`config.mk`:
```
export PLATFORM = sky130hd
export DESIGN_NAME = uart_receiver
export DESIGN_NICKNAME = d
export VERILOG_FILES = /design/src/rtl/uart_receiver.sv
export SDC_FILE = /design/constraint.sdc
export NUM_CORES = 1
export LEC_CHECK = 0
export BUFFER_PORTS_ARGS = -buffer_cell sky130_fd_sc_hd__buf_2
export CAP_MARGIN = 0
export CORE_ASPECT_RATIO = 0.6
export CORE_MARGIN = 2
export CORE_UTILIZATION = 60
export CTS_BUF_LIST = sky130_fd_sc_hd__clkbuf_8 sky130_fd_sc_hd__clkbuf_16
export DETAILED_ROUTE_END_ITERATION = 7
export PLACE_DENSITY_LB_ADDON = 0.2
export SYNTH_ARGS = -nofsm -noshare
export SYNTH_HDL_FRONTEND = slang
export SYNTH_SLANG_ARGS = --single-unit
```
`constraint.sdc`:
```
create_clock -name clk -period 8.1 [get_ports clk]
set_input_delay 1.62 -clock clk [delete_from_list [all_inputs] [get_ports clk]]
set_output_delay 1.62 -clock clk [all_outputs]
set_load 0.01 [all_outputs]
```
`src/rtl/uart_receiver.sv`:
```
// ----------------------------------------------------------------------------
// uart_receiver
//   Oversampling 8N1 receiver (idle high, LSB first) with an internal
//   show-ahead receive FIFO.
//
// Ports
//   clk         in   system clock
//   rst         in   asynchronous active-high reset
//   rx_pin      in   serial line, asynchronous to clk
//   rx_byte     out  byte at FIFO head (meaningful only while rx_valid=1)
//   rx_valid    out  FIFO non-empty
//   rx_ack      in   pop FIFO head at this edge (ignored when empty)
//   rx_level    out  FIFO occupancy, 0..FIFO_DEPTH
//   rx_overrun  out  sticky: a good byte was dropped because the FIFO was full
//   rx_clr_err  in   clears rx_overrun (a simultaneous drop wins)
//   frame_err   out  one-cycle pulse when a stop bit is sampled low
// ----------------------------------------------------------------------------
module uart_receiver #(
    parameter int CLKS_PER_BIT = 217,
    parameter int FIFO_DEPTH   = 16,
    parameter int ADDR_W       = 4
) (
    input  logic              clk,
    input  logic              rst,
    input  logic              rx_pin,
    output logic [7:0]        rx_byte,
    output logic              rx_valid,
    input  logic              rx_ack,
    output logic [ADDR_W:0]   rx_level,
    output logic              rx_overrun,
    input  logic              rx_clr_err,
    output logic              frame_err
);

    localparam int CNT_W = $clog2(CLKS_PER_BIT);
    localparam int LVL_W = ADDR_W + 1;

    // Start bit is checked half a period in; every later sample is one full
    // period after the previous one, so all bits are sampled mid-bit.
    localparam logic [CNT_W-1:0] HALF_CNT = CNT_W'((CLKS_PER_BIT - 1) / 2);
    localparam logic [CNT_W-1:0] LAST_CNT = CNT_W'(CLKS_PER_BIT - 1);
    localparam logic [CNT_W-1:0] CNT_ONE  = CNT_W'(1);
    localparam logic [ADDR_W-1:0] PTR_ONE = ADDR_W'(1);
    localparam logic [LVL_W-1:0]  LVL_ONE = LVL_W'(1);
    localparam logic [LVL_W-1:0]  LVL_FULL = LVL_W'(FIFO_DEPTH);

    typedef enum logic [2:0] {
        ST_IDLE  = 3'd0,
        ST_START = 3'd1,
        ST_DATA  = 3'd2,
        ST_STOP  = 3'd3,
        ST_BREAK = 3'd4
    } state_t;

    // Synchronizer
    logic sync1_q, sync1_d;
    logic sync2_q, sync2_d;
    logic rxs_s;

    // Receive FSM
    state_t            state_q, state_d;
    logic [CNT_W-1:0]  cnt_q, cnt_d;
    logic [2:0]        idx_q, idx_d;
    logic [7:0]        shift_q, shift_d;
    logic              frame_err_q, frame_err_d;
    logic              push_req_s;

    // FIFO
    logic [7:0]        mem_q [FIFO_DEPTH];
    logic [7:0]        mem_d [FIFO_DEPTH];
    logic [ADDR_W-1:0] wr_ptr_q, wr_ptr_d;
    logic [ADDR_W-1:0] rd_ptr_q, rd_ptr_d;
    logic [LVL_W-1:0]  level_q, level_d;
    logic              overrun_q, overrun_d;
    logic              full_s;
    logic              pop_s;
    logic              push_ok_s;
    logic              drop_s;

    // Two-stage synchronizer inputs; reset value matches an idle line.
    always_comb begin
        sync1_d = rx_pin;
        sync2_d = sync1_q;
        rxs_s   = sync2_q;
    end

    // Receive state machine next-state and datapath.
    always_comb begin
        state_d     = state_q;
        cnt_d       = cnt_q;
        idx_d       = idx_q;
        shift_d     = shift_q;
        frame_err_d = 1'b0;
        push_req_s  = 1'b0;
        case (state_q)
            ST_IDLE: begin
                if (!rxs_s) begin
                    cnt_d   = '0;
                    state_d = ST_START;
                end else begin
                    state_d = ST_IDLE;
                end
            end
            ST_START: begin
                if (cnt_q == HALF_CNT) begin
                    if (!rxs_s) begin
                        cnt_d   = '0;
                        idx_d   = 3'd0;
                        state_d = ST_DATA;
                    end else begin
                        // Line went back high before mid-start: a glitch.
                        state_d = ST_IDLE;
                    end
                end else begin
                    cnt_d = cnt_q + CNT_ONE;
                end
            end
            ST_DATA: begin
                if (cnt_q == LAST_CNT) begin
                    shift_d[idx_q] = rxs_s;
                    cnt_d          = '0;
                    if (idx_q == 3'd7) begin
                        state_d = ST_STOP;
                    end else begin
                        idx_d = idx_q + 3'd1;
                    end
                end else begin
                    cnt_d = cnt_q + CNT_ONE;
                end
            end
            ST_STOP: begin
                if (cnt_q == LAST_CNT) begin
                    cnt_d = '0;
                    if (rxs_s) begin
                        push_req_s = 1'b1;
                        state_d    = ST_IDLE;
                    end else begin
                        frame_err_d = 1'b1;
                        state_d     = ST_BREAK;
                    end
                end else begin
                    cnt_d = cnt_q + CNT_ONE;
                end
            end
            ST_BREAK: begin
                // Hold here until the line recovers so a long break yields
                // a single frame error.
                if (rxs_s) begin
                    state_d = ST_IDLE;
                end else begin
                    state_d = ST_BREAK;
                end
            end
            default: begin
                state_d = ST_IDLE;
                cnt_d   = '0;
                idx_d   = 3'd0;
            end
        endcase
    end

    // FIFO push/pop arbitration, pointer/level update and overrun flag.
    always_comb begin
        full_s    = (level_q == LVL_FULL);
        pop_s     = rx_ack && (level_q != '0);
        // A pop in the same cycle frees the slot, so a full FIFO still accepts.
        push_ok_s = push_req_s && (!full_s || pop_s);
        drop_s    = push_req_s && full_s && !pop_s;

        mem_d    = mem_q;
        wr_ptr_d = wr_ptr_q;
        rd_ptr_d = rd_ptr_q;
        level_d  = level_q;

        if (push_ok_s) begin
            mem_d[wr_ptr_q] = shift_q;
            wr_ptr_d        = wr_ptr_q + PTR_ONE;
        end else begin
            wr_ptr_d = wr_ptr_q;
        end

        if (pop_s) begin
            rd_ptr_d = rd_ptr_q + PTR_ONE;
        end else begin
            rd_ptr_d = rd_ptr_q;
        end

        case ({push_ok_s, pop_s})
            2'b10:   level_d = level_q + LVL_ONE;
            2'b01:   level_d = level_q - LVL_ONE;
            default: level_d = level_q;
        endcase

        if (drop_s) begin
            overrun_d = 1'b1;
        end else if (rx_clr_err) begin
            overrun_d = 1'b0;
        end else begin
            overrun_d = overrun_q;
        end
    end

    // State registers with asynchronous reset.
    always_ff @(posedge clk or posedge rst) begin
        if (rst) begin
            sync1_q     <= 1'b1;
            sync2_q     <= 1'b1;
            state_q     <= ST_IDLE;
            cnt_q       <= '0;
            idx_q       <= 3'd0;
            shift_q     <= 8'h00;
            frame_err_q <= 1'b0;
            mem_q       <= '{default: 8'h00};
            wr_ptr_q    <= '0;
            rd_ptr_q    <= '0;
            level_q     <= '0;
            overrun_q   <= 1'b0;
        end else begin
            sync1_q     <= sync1_d;
            sync2_q     <= sync2_d;
            state_q     <= state_d;
            cnt_q       <= cnt_d;
            idx_q       <= idx_d;
            shift_q     <= shift_d;
            frame_err_q <= frame_err_d;
            mem_q       <= mem_d;
            wr_ptr_q    <= wr_ptr_d;
            rd_ptr_q    <= rd_ptr_d;
            level_q     <= level_d;
            overrun_q   <= overrun_d;
        end
    end

    // Output mapping; rx_byte is show-ahead from the head entry.
    always_comb begin
        rx_byte    = mem_q[rd_ptr_q];
        rx_valid   = (level_q != '0);
        rx_level   = level_q;
        rx_overrun = overrun_q;
        frame_err  = frame_err_q;
    end

endmodule
```
---- Word level (Yosys, flattened, before mapping) ----
Index checks and enable logic that the tools add are counted.
cells by class
  $lt $le $gt $ge ......................... 5
  reductions and logical operators ........ 18
  mux-type cells .......................... 35
  add/sub/neg operators ................... 6
  eq/ne operators ......................... 16
  bitwise logic cells ..................... 3
operator list
  operator                                                   count
  bitwise mux 128 bit                                        1
  2-to-1 mux 8 bit                                           6
  binary-select mux 8 bit (select 4 bit)                     1
  demux 8 bit (select 4 bit)                                 1
  case mux 8 bit (4 select lines)                            1
  2-to-1 mux 3 bit                                           9
  case mux 3 bit (5 select lines)                            1
  inequality test 2 bit (second input constant)              6
  greater-or-equal comparator 5 bit (second input constant)  2
  2-to-1 mux 1 bit                                           10
  NOT 4 -> 5 bit                                             2
  case mux 5 bit (2 select lines)                            1
  case mux 3 bit (3 select lines)                            1
  adder 4 x 1 -> 4 bit (second input constant)               2
  adder 8 x 1 -> 8 bit (second input constant)               1
  bitwise mux 8 bit                                          1
  equality test 8 x 7 -> 1 bit (second input constant)       1
  equality test 8 bit (second input constant)                1
  equality test 3 x 2 -> 1 bit (second input constant)       2
  equality test 3 bit (second input constant)                2
  logical AND 1 bit                                          6
  adder 5 x 1 -> 5 bit (second input constant)               1
  equality test 5 bit (second input constant)                1
  < comparator 5 x 1 -> 1 bit (second input constant)        1
  20 further kinds                                           22
storage, ports and cells
  output and inout port bits .............. 16
  bits in registers ....................... 167
  logic and storage cells ................. 110
  input port bits ......................... 5

---- Logic depth before layout (Yosys ltp) ----
  word-level depth ........................ 6
  gate-level depth with buffers ........... 12
  mapped depth without buffers ............ 12

---- Least setup slack after synthesis ----
No wires, ideal clock.
  path type ............................... reg-to-output
  from .................................... reg rd_ptr_q[0]
  to ...................................... out rx_byte[0]
  setup slack ............................. 4.488 ns
  stages on the path, launching flop included .. 5
  required time ........................... 6.480 ns
  path buffers ............................ 2
  data arrival time ....................... 1.992 ns
  cell sequence ........................... dfrtp_1 -> clkbuf_1 -> buf_2 -> mux4_2 -> mux4_2
on the way
  longest elaborated chain between the ends .. 4
ends and longest elaborated chain
  item                                                 line  text
  start, declared                                      72    logic [ADDR_W-1:0] rd_ptr_q, rd_ptr_d;
  start signal, assigned                               228   rd_ptr_q <= rd_ptr_d;
  NOT 4 -> 5 bit (not written as such)                 236   rx_byte = mem_q[rd_ptr_q];
  binary-select mux 8 bit (select 4 bit)               236
  2-to-1 mux 8 bit (not written as such) (2 in a row)  236
  end, declared                                        26    output logic [7:0] rx_byte,
Every way passes these cells. The select of a mux whose other input is x is not followed.

---- Final worst setup path ----
  from .................................... reg rd_ptr_q[0]
  to ...................................... out rx_byte[5]
The elaborated chain is that of the path after synthesis.

==> results.cfg <==
[layout]
finalNonFillerCells = 731
layout.area.seq_sq_um = 4180
final_cell_mix = dfrtp_1, mux2_2, mux4_2
synthToLayoutAreaGrowth_pct = 10.4
layout.nets = 566
drive_above_1_share_pct = 45.8
num-fill-cells = 858
n_antenna_cell = 0
final_common_cell = dfrtp_1
multiInputGateArea_sq_um = 3590

[detailed_routing]
drcViolationCount = 0
wl_per_cell_um = 22.4
num_vias = 4593
firstDrtPassIters = 4
ant_nets = 0
viasPerCell = 6.28
routed_wl_um = 16400
drt_iter0_drc = 341

[power_and_ir_drop]
p_leak_nw = 4.20
total_power_mw = 2.04
p_seq_share_pct = 44.5
comb_power_share_pct = 14.9
power.internal_mw = 1.49
ir_drop_mv = 0.166
switchingPower_uw = 547
p_sw_share_pct = 26.8
p_clk_share_pct = 40.6
p_per_area_nw_per_um2 = 233

[clock_network]
cts_htree_levels = 4
clock_latency_ns = 0.42
clkTransAtPathRegs_ns = 0.07
ctsResizeCount = 0
cts_tree = built
clock_sinks = 167
cts_made_buffers = 17
clockBufferDepth = 2
cts_hold_buf = 0
post_cts_buffers = 0
cts_root_buf = clkbuf_16

[die]
initial_core_util_pct = 61.6
dieHeight_um = 93.1
rows = 32
die_width_um = 153
dieArea_sq_um = 14200
coreArea_sq_um = 12900
ioPinCount = 21

[worst_hold_path]
hp-class = flip-flop to flip-flop

[yosys]
syn-num-nets = 552
synth_top_area_cell = dfrtp_1
syn_avg_cell_area_sq_um = 14.9
synthFlopType = dfrtp_1
ys_types = 52
synth-seq-area-share_pct = 52.6
ys_top_cells_by_area = dfrtp_1, mux2_2, mux4_2, ha_1, xnor2_1
ys_ff_latch = 167
synth-async-reset-ratio_pct = 100
synth_top_area_share_pct = 52.0
synth_cells = 534
yosysWarnings = 0
synth_area_sq_um = 7940
synth_edf_count = 0

[sta]
max_freq_mhz = 238
whs_ns = 0.357
fin_ws_ns = 3.90
post-route-period-util_pct = 51.8
finalCriticalPeriod_ns = 4.20
finClkSkew_ns = 0.0149
drv_slew = 0
rsz0062_at_grt = false
max-slew-margin-rel_pct = 29.6
finalSetupTns_ns = 0
setup_violations = 0
worstMarginPinSlew_ns = 1.06
hold_violations = 0

[setup_path]
r2r.worst_path.cells = 5
arrival_ns = 2.58
crit_start = rd_ptr_q[0]
start_kind = flip-flop
crit_type = flip-flop to output port
reg2reg_setup_slack_ns = 5.22
endpoint = rx_byte[5]
cp-end-kind = output port
r2r-start = rxs_s
timing.critical_path.required_ns = 6.48
timing.rr.end = mem_q[14]
cp_max_fo = 35

[global_route]
first_global_vias = 4726
grt_pass1_wl_um = 26800
grt_max_degree = 119
antenna_found_initial = 0
globalRoute.totalOverflow = 0
grt_use_total_pct = 24.9

[place]
placement.io_buffers = 20
dp.cells = 699
gp_congestion = 0.769
pre_cts_ws_ns = 4.30
hpwl_um = 10400

[status]
status = finished, final reports clean

[flow_run]
maxCapViolCount = 0
cell families (layout without fill, tap and decap cells):
group / Yosys count / count (layout) / share of synthesized area (%)
multiplexers: 183 / 183 / 31.6
AO/OA/AOI/OAI: 33 / 33 / 2.76
AND/OR/NAND/NOR: 85 / 85 / 7.45
flip-flops: 167 / 167 / 52.6
buffers and inverters: 41 / 68 / 2.13
adder cells (fa/ha/maj): 13 / 13 / 2.14
XOR/XNOR: 12 / 12 / 1.32
worst min-delay path by stage:
stage	startpoint	end	slack, ns	depth (start not counted)
6_report	sync1_q	rxs_s	0.36	0
5_1_grt	sync1_q	rxs_s	0.36	0
4_1_cts	sync1_q	rxs_s	0.36	0
3_5_place_dp	sync1_q	rxs_s	0.35	0
3_3_place_gp	sync1_q	rxs_s	0.35	0
2_1_floorplan	sync1_q	rxs_s	0.35	0
sequential cells by signal (all words and copies together) (netlist names):
name,cells
mem_q,128
state_q,3
sync1_q,1
rd_ptr_q,4
rx_level,5
idx_q,3
frame_err,1
rxs_s,1
cnt_q,8
wr_ptr_q,4
shift_q,8
rx_overrun,1
metrics by stage:
stage / instance area, sq um / utilization, %
after floorplan: 7940 / -
after CTS: 8770 / 68.0
after global routing: 8770 / 68.0
final: 8770 / 68.0
after global placement: 8170 / 63.4
after detailed placement: 8170 / 63.4
cell usage after synthesis, types with 2 or more instances:
| cell | instances |
|---|---|
| dfrtp_1 | 165 |
| mux2_2 | 134 |
| mux4_2 | 40 |
| clkbuf_1 | 18 |
| nand2_1 | 18 |
| nor2_1 | 15 |
| ha_1 | 12 |
| inv_1 | 12 |
| xnor2_1 | 10 |
| nand2_2 | 8 |
| o21ai_0 | 8 |
| nand3_1 | 7 |
| a21oi_1 | 6 |
| buf_2 | 6 |
| a22o_1 | 5 |
| mux2_1 | 5 |
| buf_1 | 4 |
| mux2i_1 | 4 |
| nand3_4 | 4 |
| nand4_2 | 4 |
| o31ai_1 | 4 |
| nand3b_1 | 3 |
| nor3b_1 | 3 |
| a21o_1 | 2 |
| and3b_1 | 2 |
| and4b_1 | 2 |
| dfstp_2 | 2 |
| nand4_1 | 2 |
| nor3_1 | 2 |
| nor4b_4 | 2 |
| o21a_1 | 2 |
| or2_2 | 2 |
| xor2_1 | 2 |
power by group through the flow:
stage | combinational [mW] | clock [mW] | sequential (mW)
2_1_floorplan | 0.265 | 0 | 0.898
3_5_place_dp | 0.309 | 0 | 0.924
6_report | 0.304 | 0.828 | 0.909
4_1_cts | 0.310 | 0.834 | 0.909
3_3_place_gp | 0.298 | 0 | 0.922
5_1_grt | 0.334 | 0.873 | 0.914
worst max-delay path, stage by stage, from the launching register on:
cell	delay, ns
dfrtp_2	0.34
buf_4	0.52
mux4_2	0.59
mux4_2	0.51
buf_2	0.17
final cells by class:
cell class                      instances  share of cell area [%]
Clock inverter                         15                    2.01
Inverter                               12                   0.571
Timing Repair Buffer                   24                    1.48
Tap cell                              170                    2.43
Multi-Input combinational cell        326                    41.0
Clock buffer                           17                    4.85
Sequential cell                       167                    47.7
routing by layer:
metal	share of wire (%)	track usage (%)	vias up
met5	0	0	-
li1	-	-	2009
met2	44	37.5	137
met4	1.0	6.17	0
met3	5.8	5.79	17
met1	49	37.5	2430
Power figures use the tool's default switching activity.
